**config.mk**
```make
export PLATFORM = sky130hd
export DESIGN_NAME = z80_ram_arbiter
export DESIGN_NICKNAME = d
export VERILOG_FILES = /design/src/rtl/z80_ram_arbiter.sv
export SDC_FILE = /design/constraint.sdc
export NUM_CORES = 1
export LEC_CHECK = 0
export ABC_AREA = 1
export BUFFER_PORTS_ARGS = -buffer_cell sky130_fd_sc_hd__buf_2
export CORE_MARGIN = 5
export CORE_UTILIZATION = 49
export CTS_BUF_LIST = sky130_fd_sc_hd__clkbuf_8 sky130_fd_sc_hd__clkbuf_16
export DETAILED_ROUTE_END_ITERATION = 8
export PLACE_DENSITY = 0.79
export SKIP_LAST_GASP = 1
export SLEW_MARGIN = 0
export SYNTH_ARGS = -nofsm -noshare
export SYNTH_HDL_FRONTEND = slang
export SYNTH_SLANG_ARGS = --single-unit
```
**constraint.sdc**
```tcl
create_clock -name eclk -period 1.7 [get_ports eclk]
set_input_delay 0 -clock eclk [delete_from_list [all_inputs] [get_ports eclk]]
set_output_delay 0 -clock eclk [all_outputs]
set_load 0.01 [all_outputs]
```
**src/rtl/z80_ram_arbiter.sv**
```systemverilog
// z80_ram_arbiter: shares one single-port 64Kx8 RAM between the gate-level Z80 bus and a host loader/debug port.
// Latency: a Z80 write is committed 1 eclk after its detection; a host op acks 2 eclk after acceptance.
// Backpressure: h_req is held until h_ack; the host waits while the Z80 uses memory (the Z80 always wins).
//
// Ports:
//   eclk, erst                    emulation clock (rising edge), asynchronous active-high reset
//   zclk, z_mreq_n, z_rfsh_n,     Z80 pad clock and memory/refresh/write strobes
//   z_wr_n, z_ab, z_dout, z_din   Z80 address, write data, read data (z_din = ram_dout)
//   h_req, h_we, h_addr, h_wdata  host request (held until ack), direction, address, write data
//   h_ack, h_rdata, h_wait        1-cycle ack, read data (held until next read ack), saturating wait count
//   ram_a, ram_din, ram_wr,       RAM address, write data, 1-cycle write strobe,
//   ram_dout                      RAM read data (1-cycle synchronous read)
//
// Option: define Z80ARB_RFSH_STEAL_EN to let the host use the RAM during Z80 refresh cycles.
module z80_ram_arbiter #(
   parameter int AW  = 16,
   parameter int DW  = 8,
   parameter int WCW = 16
) (
   input  logic           eclk,
   input  logic           erst,
   input  logic           zclk,
   input  logic           z_mreq_n,
   input  logic           z_rfsh_n,
   input  logic           z_wr_n,
   input  logic [AW-1:0]  z_ab,
   input  logic [DW-1:0]  z_dout,
   output logic [DW-1:0]  z_din,
   input  logic           h_req,
   input  logic           h_we,
   input  logic [AW-1:0]  h_addr,
   input  logic [DW-1:0]  h_wdata,
   output logic           h_ack,
   output logic [DW-1:0]  h_rdata,
   output logic [WCW-1:0] h_wait,
   output logic [AW-1:0]  ram_a,
   output logic [DW-1:0]  ram_din,
   output logic           ram_wr,
   input  logic [DW-1:0]  ram_dout
);

   typedef enum logic [2:0] {
      S_IDLE = 3'd0,
      S_ZWR  = 3'd1,
      S_HWR  = 3'd2,
      S_HRD  = 3'd3,
      S_HACK = 3'd4
   } state_t;

   state_t         r_state;
   state_t         w_state_nxt;
   logic           r_last_zclk;
   logic           r_last_zw;
   logic           r_zpend;
   logic           r_h_we;
   logic [AW-1:0]  r_h_addr;
   logic [DW-1:0]  r_h_wdata;
   logic [DW-1:0]  r_h_rdata;
   logic [WCW-1:0] r_h_wait;

   logic           w_zrise;
   logic           w_zw;
   logic           w_zev;
   logic           w_zbusy;
   logic           w_idle;
   logic           w_zgo;
   logic           w_accept;
   logic           w_h_inflight;

   // One write event per Z80 write cycle: only the first zclk rise that sees
   // the write strobes active counts, later rises of the same cycle do not.
   assign w_zrise = zclk & ~r_last_zclk;
   assign w_zw    = ~z_mreq_n & ~z_wr_n;
   assign w_zev   = w_zrise & w_zw & ~r_last_zw;

`ifdef Z80ARB_RFSH_STEAL_EN
   // During refresh the Z80 drives mreq but never looks at RAM data.
   assign w_zbusy = ~z_mreq_n & z_rfsh_n;
`else
   logic w_unused_rfsh;
   assign w_unused_rfsh = z_rfsh_n;
   assign w_zbusy       = ~z_mreq_n;
`endif

   assign w_idle       = (r_state == S_IDLE);
   assign w_zgo        = w_idle & (w_zev | r_zpend);
   assign w_accept     = w_idle & ~(w_zev | r_zpend) & h_req & ~w_zbusy;
   assign w_h_inflight = (r_state == S_HWR) | (r_state == S_HRD) | (r_state == S_HACK);

   assign z_din  = ram_dout;
   assign h_wait = r_h_wait;

   always_ff @(posedge eclk or posedge erst) begin
      if (erst) begin
         r_state     <= S_IDLE;
         r_last_zclk <= 1'b0;
         r_last_zw   <= 1'b0;
         r_zpend     <= 1'b0;
         r_h_we      <= 1'b0;
         r_h_addr    <= '0;
         r_h_wdata   <= '0;
         r_h_rdata   <= '0;
         r_h_wait    <= '0;
      end else begin
         r_state     <= w_state_nxt;
         r_last_zclk <= zclk;
         if (w_zrise) begin
            r_last_zw <= w_zw;
         end
         // In IDLE the pending write is consumed now; a fresh event arriving
         // in that same cycle must survive for the next IDLE.
         r_zpend <= w_idle ? (r_zpend & w_zev) : (r_zpend | w_zev);
         if (w_accept) begin
            r_h_we    <= h_we;
            r_h_addr  <= h_addr;
            r_h_wdata <= h_wdata;
         end
         if ((r_state == S_HACK) && !r_h_we) begin
            r_h_rdata <= ram_dout;
         end
         // Cycles of an accepted op are not waiting time.
         if (w_accept) begin
            r_h_wait <= '0;
         end else if (h_req && !w_h_inflight && !(&r_h_wait)) begin
            r_h_wait <= r_h_wait + {{(WCW-1){1'b0}}, 1'b1};
         end
      end
   end

   always_comb begin
      w_state_nxt = r_state;
      ram_a       = z_ab;
      ram_din     = z_dout;
      ram_wr      = 1'b0;
      h_ack       = 1'b0;
      h_rdata     = r_h_rdata;
      case (r_state)
         S_IDLE: begin
            if (w_zgo) begin
               w_state_nxt = S_ZWR;
            end else if (w_accept) begin
               w_state_nxt = h_we ? S_HWR : S_HRD;
            end
         end
         S_ZWR: begin
            ram_wr      = 1'b1;
            w_state_nxt = S_IDLE;
         end
         S_HWR: begin
            ram_wr      = 1'b1;
            ram_a       = r_h_addr;
            ram_din     = r_h_wdata;
            w_state_nxt = S_HACK;
         end
         S_HRD: begin
            ram_a       = r_h_addr;
            w_state_nxt = S_HACK;
         end
         S_HACK: begin
            // RAM already holds the host read data this cycle, so pass it
            // straight through to make it valid together with h_ack.
            h_ack = 1'b1;
            if (!r_h_we) begin
               h_rdata = ram_dout;
            end
            w_state_nxt = S_IDLE;
         end
         default: begin
            w_state_nxt = S_IDLE;
         end
      endcase
   end

endmodule

```
==> out/qor.yml, run 1 <==
reg2reg_depth: 7
vdd_drop_max_uv: 622
clkSlewWorstSetupHoldPaths_ps: 100
cpPeakStageDelay_ps: 420
clockBufferDepth: 2
avgViaCountPerCell: 4.97
dr.max_layer_used: "met4"
synthCells: 387
tightest_slew_ps: 498
grt_pass1_vias: 3133
dieArea_sq_um: 7850
synth_warnings: 0
fin_crit_sh_pct: 97.0
p_clk_share_pct: 18.9
slew_viol_final: 0
synth_area_sq_um: 3030
required_ps: 1700
dieWidth_um: 88.6
max_freq_ghz: 0.606
place_area_sq_um: 3690
skew_ps: 4.50
final_nets: 613
drtPass1Iterations: 4
cp-startpoint: "r_state[1]$_DFFE_PP0P_"
wl_met2_mm: 3.91
comb_power_share_pct: 35.3
std_cell_rows: 28
syn_to_final_growth_pct: 39.9
ys_seq_area_share_pct: 45.5
final_cell_mix: "buf_2, nand2_1, dfrtp_1"
reg2reg_from: "r_state[1]$_DFFE_PP0P_"
ys_ff_latch: 55
timing.critical_path.to_type: "output pin"
p_int_w: 0.00256
cts-root-buf: "clkbuf_8"
grtUsageTotal_pct: 21.7
period_minus_slack_ps: 1650
h-tree-depth: 2
cp_slowest_cell: "dfrtp_1"
die_h_um: 88.6
synth_top_area_share_pct: 45.5
dp.final_hpwl_mm: 5.28
worst_hold_path_type: "in -> reg"
switching_share_pct: 33.2
min-delay-start: "z_mreq_n"
antenna_left: 0
status: "finished, final reports clean"
synthesis.nets: 452
drc: 0
portBuffers: 120
antenna_found_initial: 0
final_common_cell: "buf_2"
holdPathEnd: "r_zpend$_DFF_PP0_"
regToRegSetupSlack_ps: 120
wl_per_cell_um: 12.9
p_leak_nw: 2.27
slew_headroom_pct: 66.7
worstReg2RegEnd: "r_h_rdata[4]$_DFFE_PP0P_"
cts_tree: "yes"
rsz0062_at_grt: "true"
fillers: 468
core_sq_um: 5960
path_max_fanout: 9
cts_inserted_buffers: 5
met1Wirelength_mm: 3.38
worstSetupPathType: "reg -> out"
syn_avg_cell_area_sq_um: 7.82
wl_met3_um: 641
gp_congestion: 0.844
routed_wl_mm: 8.05
start_kind: "register"
grt_pass1_wl_mm: 13.5
setup_viol: 0
num_io_pins: 122
diodes: 0
p_seq_share_pct: 45.9
design_area_sq_um: 4230
finalHoldViolCount: 0
num_vias: 3102
synth_area_leaders: "dfrtp_1, nand2_1, o21ai_0"
p_per_area_nw_per_um2: 906
clk_latency_ps: 310
grt_overflow: 0
grt_max_degree: 47
initialDrtViolationCount: 105
hold_depth: 4
yosys.area.top_type: "dfrtp_1"
cp.arrival_ps: 1650
drv_cap: 0
numClockSinks: 55
synth.distinct_cells: 25
final_util_pct: 71.1
path_cells: "inv_2, nand3_1, nor2_2, buf_12, mux2_2, buf_2"
initial_core_util_pct: 50.8
post_route_cells_drive_above_1_share_pct: 33.5
p_sw_w: 0.00127
kinds of logic (layout without fill, tap and decap cells):
family / count (synthesis) / in the layout / share of synthesized area [%]
buf+inv: 74 / 236 / 11.3
flops: 55 / 55 / 45.5
xor+xnor: 2 / 2 / 0.579
fa+ha+maj: 1 / 1 / 0.413
mux: 16 / 16 / 5.96
compound gates: 59 / 59 / 10.0
simple gates: 180 / 180 / 26.2
power groups by stage:
stage | logic (W) | registers [W] | clock network (W)
final | 0.00135 | 0.00176 | 0.000723
after global routing | 0.00152 | 0.00181 | 0.000805
after detailed placement | 0.00125 | 0.00179 | 0
after CTS | 0.00134 | 0.00176 | 0.000749
after floorplan | 0.000774 | 0.00179 | 0
after global placement | 0.00122 | 0.00177 | 0
synthesized netlist by cell type (all sizes together):
cell,count
a21oi,1
nand2,105
dfrtp,55
mux2,16
buf,19
nor2,32
ha,1
nand3,23
inv,51
or2,3
nand3b,1
o21ai,56
clkbuf,4
nand4,16
xor2,2
o21bai,2
stage by stage:
step                      hold slack, ps  std cells  TNS, ps  power (W)  setup slack, ps
after floorplan                     31.4        387        0    0.00256              199
after global placement              47.0        570        0    0.00299             60.3
after detailed placement            55.8        570    -59.7    0.00304            -24.1
after CTS                           38.1        619    -8.10    0.00385            -8.10
after global routing                 130        624     -264    0.00413            -36.5
final                               96.8        624        0    0.00384             50.5
registers in the layout, indices dropped and copies added, names as in the netlist:
name         flops
r_zpend          1
r_h_wdata        8
r_state          3
r_last_zw        1
r_h_rdata        8
r_h_we           1
r_h_addr        16
h_wait          16
r_last_zclk      1
per-layer routing:
metal,track usage (%),vias to the layer above
li1,-,1557
met1,26.3,1421
met2,38.1,111
met3,5.21,13
met4,6.87,0
met5,0,-
area by class of cell:
| type | instances | area (sq um) | area share, % |
|---|---|---|---|
| Clock inverter | 3 | 18.8 | 0.443 |
| Sequential cell | 55 | 1380 | 32.5 |
| Clock buffer | 5 | 68.8 | 1.63 |
| Timing Repair Buffer | 177 | 1160 | 27.4 |
| Multi-Input combinational cell | 258 | 1330 | 31.3 |
| Tap cell | 75 | 93.8 | 2.22 |
| Inverter | 51 | 191 | 4.52 |
critical path: cells and delay by family, from the launching register on:
kind	cells	cell delay [ps]
buf+inv	3	360
mux	1	330
simple gates	2	230
flops	1	420
repair_timing:
item	CTS	global route
resized for setup	3	3
pin swaps	1	3
hold endpoints to repair	57	0
hold buffers	37	0
buffers inserted	4	5
setup endpoints to repair	22	14
cloned	0	0
worst max path at each step:
stage,to,slack [ps]
floorplan,h_wait[8]$_DFFE_PP0P_,200
CTS,h_rdata[3],-8
global placement,h_wait[0]$_DFFE_PP0P_,60
finish,h_rdata[3],50
global route,h_rdata[2],-40
detailed placement,h_wait[1]$_DFFE_PP0P_,-20
(Power assumes the default switching activity.)
==> run 2: changes to the inputs <==
RECOVER_POWER = 25   (was not set)
==> out/qor.yml, run 2 (synthesis gave the netlist of run 1 again) <==
portBuffers: 120
clkSlewWorstSetupHoldPaths_ps: 100
fin_ws_ps: 50.8
cts_tree: "yes"
timing.critical_path.to_type: "output pin"
cp_slowest_cell: "dfrtp_1"
final_util_pct: 70.9
wl_met3_um: 639
post_route_cells_drive_above_1_share_pct: 31.9
p_sw_w: 0.00127
drc: 0
p_per_area_nw_per_um2: 908
setup_viol: 0
avgViaCountPerCell: 4.98
cts-root-buf: "clkbuf_8"
rsz0062_at_grt: "true"
p_leak_nw: 2.24
comb_power_share_pct: 35.2
dp.final_hpwl_mm: 5.28
wl_per_cell_um: 12.9
clk_latency_ps: 310
place_area_sq_um: 3690
whs_ps: 101
clockBufferDepth: 2
die_h_um: 88.6
vdd_drop_max_uv: 622
final_common_cell: "buf_2"
cpPeakStageDelay_ps: 420
num_io_pins: 122
dieWidth_um: 88.6
p_clk_share_pct: 18.9
start_kind: "register"
grt_overflow: 0
h-tree-depth: 2
skew_ps: 4.49
multi_input_area_sq_um: 1330
fillers: 472
worstSetupPathType: "reg -> out"
grtUsageTotal_pct: 21.7
post-place-ws_ps: -24.1
switching_share_pct: 33.2
cp.arrival_ps: 1650
fin_crit_sh_pct: 97.0
routed_wl_mm: 8.07
tightest_slew_ps: 897
dr.max_layer_used: "met4"
std_cell_rows: 28
gp_congestion: 0.844
final_nets: 613
slew_viol_final: 0
status: "finished, final reports clean"
p_int_w: 0.00256
cts_inserted_buffers: 5
dieArea_sq_um: 7850
wl_met2_mm: 3.92
grt_max_degree: 47
core_sq_um: 5960
period_minus_slack_ps: 1650
path_max_fanout: 9
drtPass1Iterations: 4
slew_headroom_pct: 40.2
max_freq_ghz: 0.606
initialDrtViolationCount: 105
worst_hold_path_type: "in -> reg"
required_ps: 1700
numClockSinks: 55
regArea_sq_um: 1380
grt_pass1_vias: 3133
finalHoldViolCount: 0
diodes: 0
syn_to_final_growth_pct: 39.6
antenna_left: 0
final_cell_mix: "buf_2, nand2_1, dfrtp_1"
antenna_found_initial: 0
met1Wirelength_mm: 3.39
design_area_sq_um: 4220
grt_pass1_wl_mm: 13.5
initial_core_util_pct: 50.8
path_cells: "inv_2, nand3_1, nor2_2, buf_12, mux2_2, buf_2"
p_seq_share_pct: 45.9
drv_cap: 0
num_vias: 3109
setup-tns-final_ps: 0
==> run 2: cell types whose count changed in the layout (fill, tap and decap cells not counted) <==
cell and delta:
buf_2 -8, clkbuf_1 +8, inv_1 +1, inv_2 -1
==> run 2: worst max-delay path, delay by kind of cell (launching register included) <==
kind | cells | cell delay [ps]
buffers and inverters | 3 | 360
DFF | 1 | 420
and+or+nand+nor | 2 | 230
muxes | 1 | 330
==> run 2: worst paths after layout <==
kind	startpoint	end	slack, ps	cells after the start
max	r_state[1]$_DFFE_PP0P_	h_rdata[3]	50	6
min	z_mreq_n	r_zpend$_DFF_PP0_	100	4
max reg2reg	r_state[1]$_DFFE_PP0P_	r_h_rdata[4]$_DFFE_PP0P_	120	7
min reg2reg	r_h_rdata[0]$_DFFE_PP0P_	r_h_rdata[0]$_DFFE_PP0P_	510	1
max in group asynchronous	erst	r_last_zw$_DFFE_PP0N_	590	4
min in group asynchronous	erst	r_h_addr[3]$_DFFE_PP0P_	420	3
==> run 2: power by group through the flow <==
stage / clock (W) / sequential, W / combinational (W)
after floorplan: 0 / 0.00179 / 0.000774
after global placement: 0 / 0.00177 / 0.00122
after detailed placement: 0 / 0.00179 / 0.00125
after CTS: 0.000749 / 0.00176 / 0.00134
after global routing: 0.000805 / 0.00181 / 0.00152
final: 0.000723 / 0.00176 / 0.00135
==> run 2: timing repair <==
item	in CTS	in global routing
endpoints found under the hold margin	57	0
hold buffers	37	0
setup buffers	4	5
setup endpoints to repair	22	14
resized for setup	3	3
pin swaps	1	3
==> run 2: layout make-up <==
type	count	share of cell area (%)
Sequential cell	55	32.6
Multi-Input combinational cell	258	31.4
Timing Repair Buffer	177	27.2
Inverter	51	4.53
Tap cell	75	2.22
Clock buffer	5	1.63
Clock inverter	3	0.444
==> run 2: routing by layer <==
layer  up-vias  global-route usage [%]
met5         -                       0
met4         0                    6.87
met3        13                    5.21
met2       113                    38.1
met1      1425                    26.3
li1       1558                       -
==> run 2: per-stage QoR <==
stage / power, W / instances
2_1_floorplan: 0.00256 / 387
3_3_place_gp: 0.00299 / 570
3_5_place_dp: 0.00304 / 570
4_1_cts: 0.00385 / 619
5_1_grt: 0.00413 / 624
6_report: 0.00383 / 624
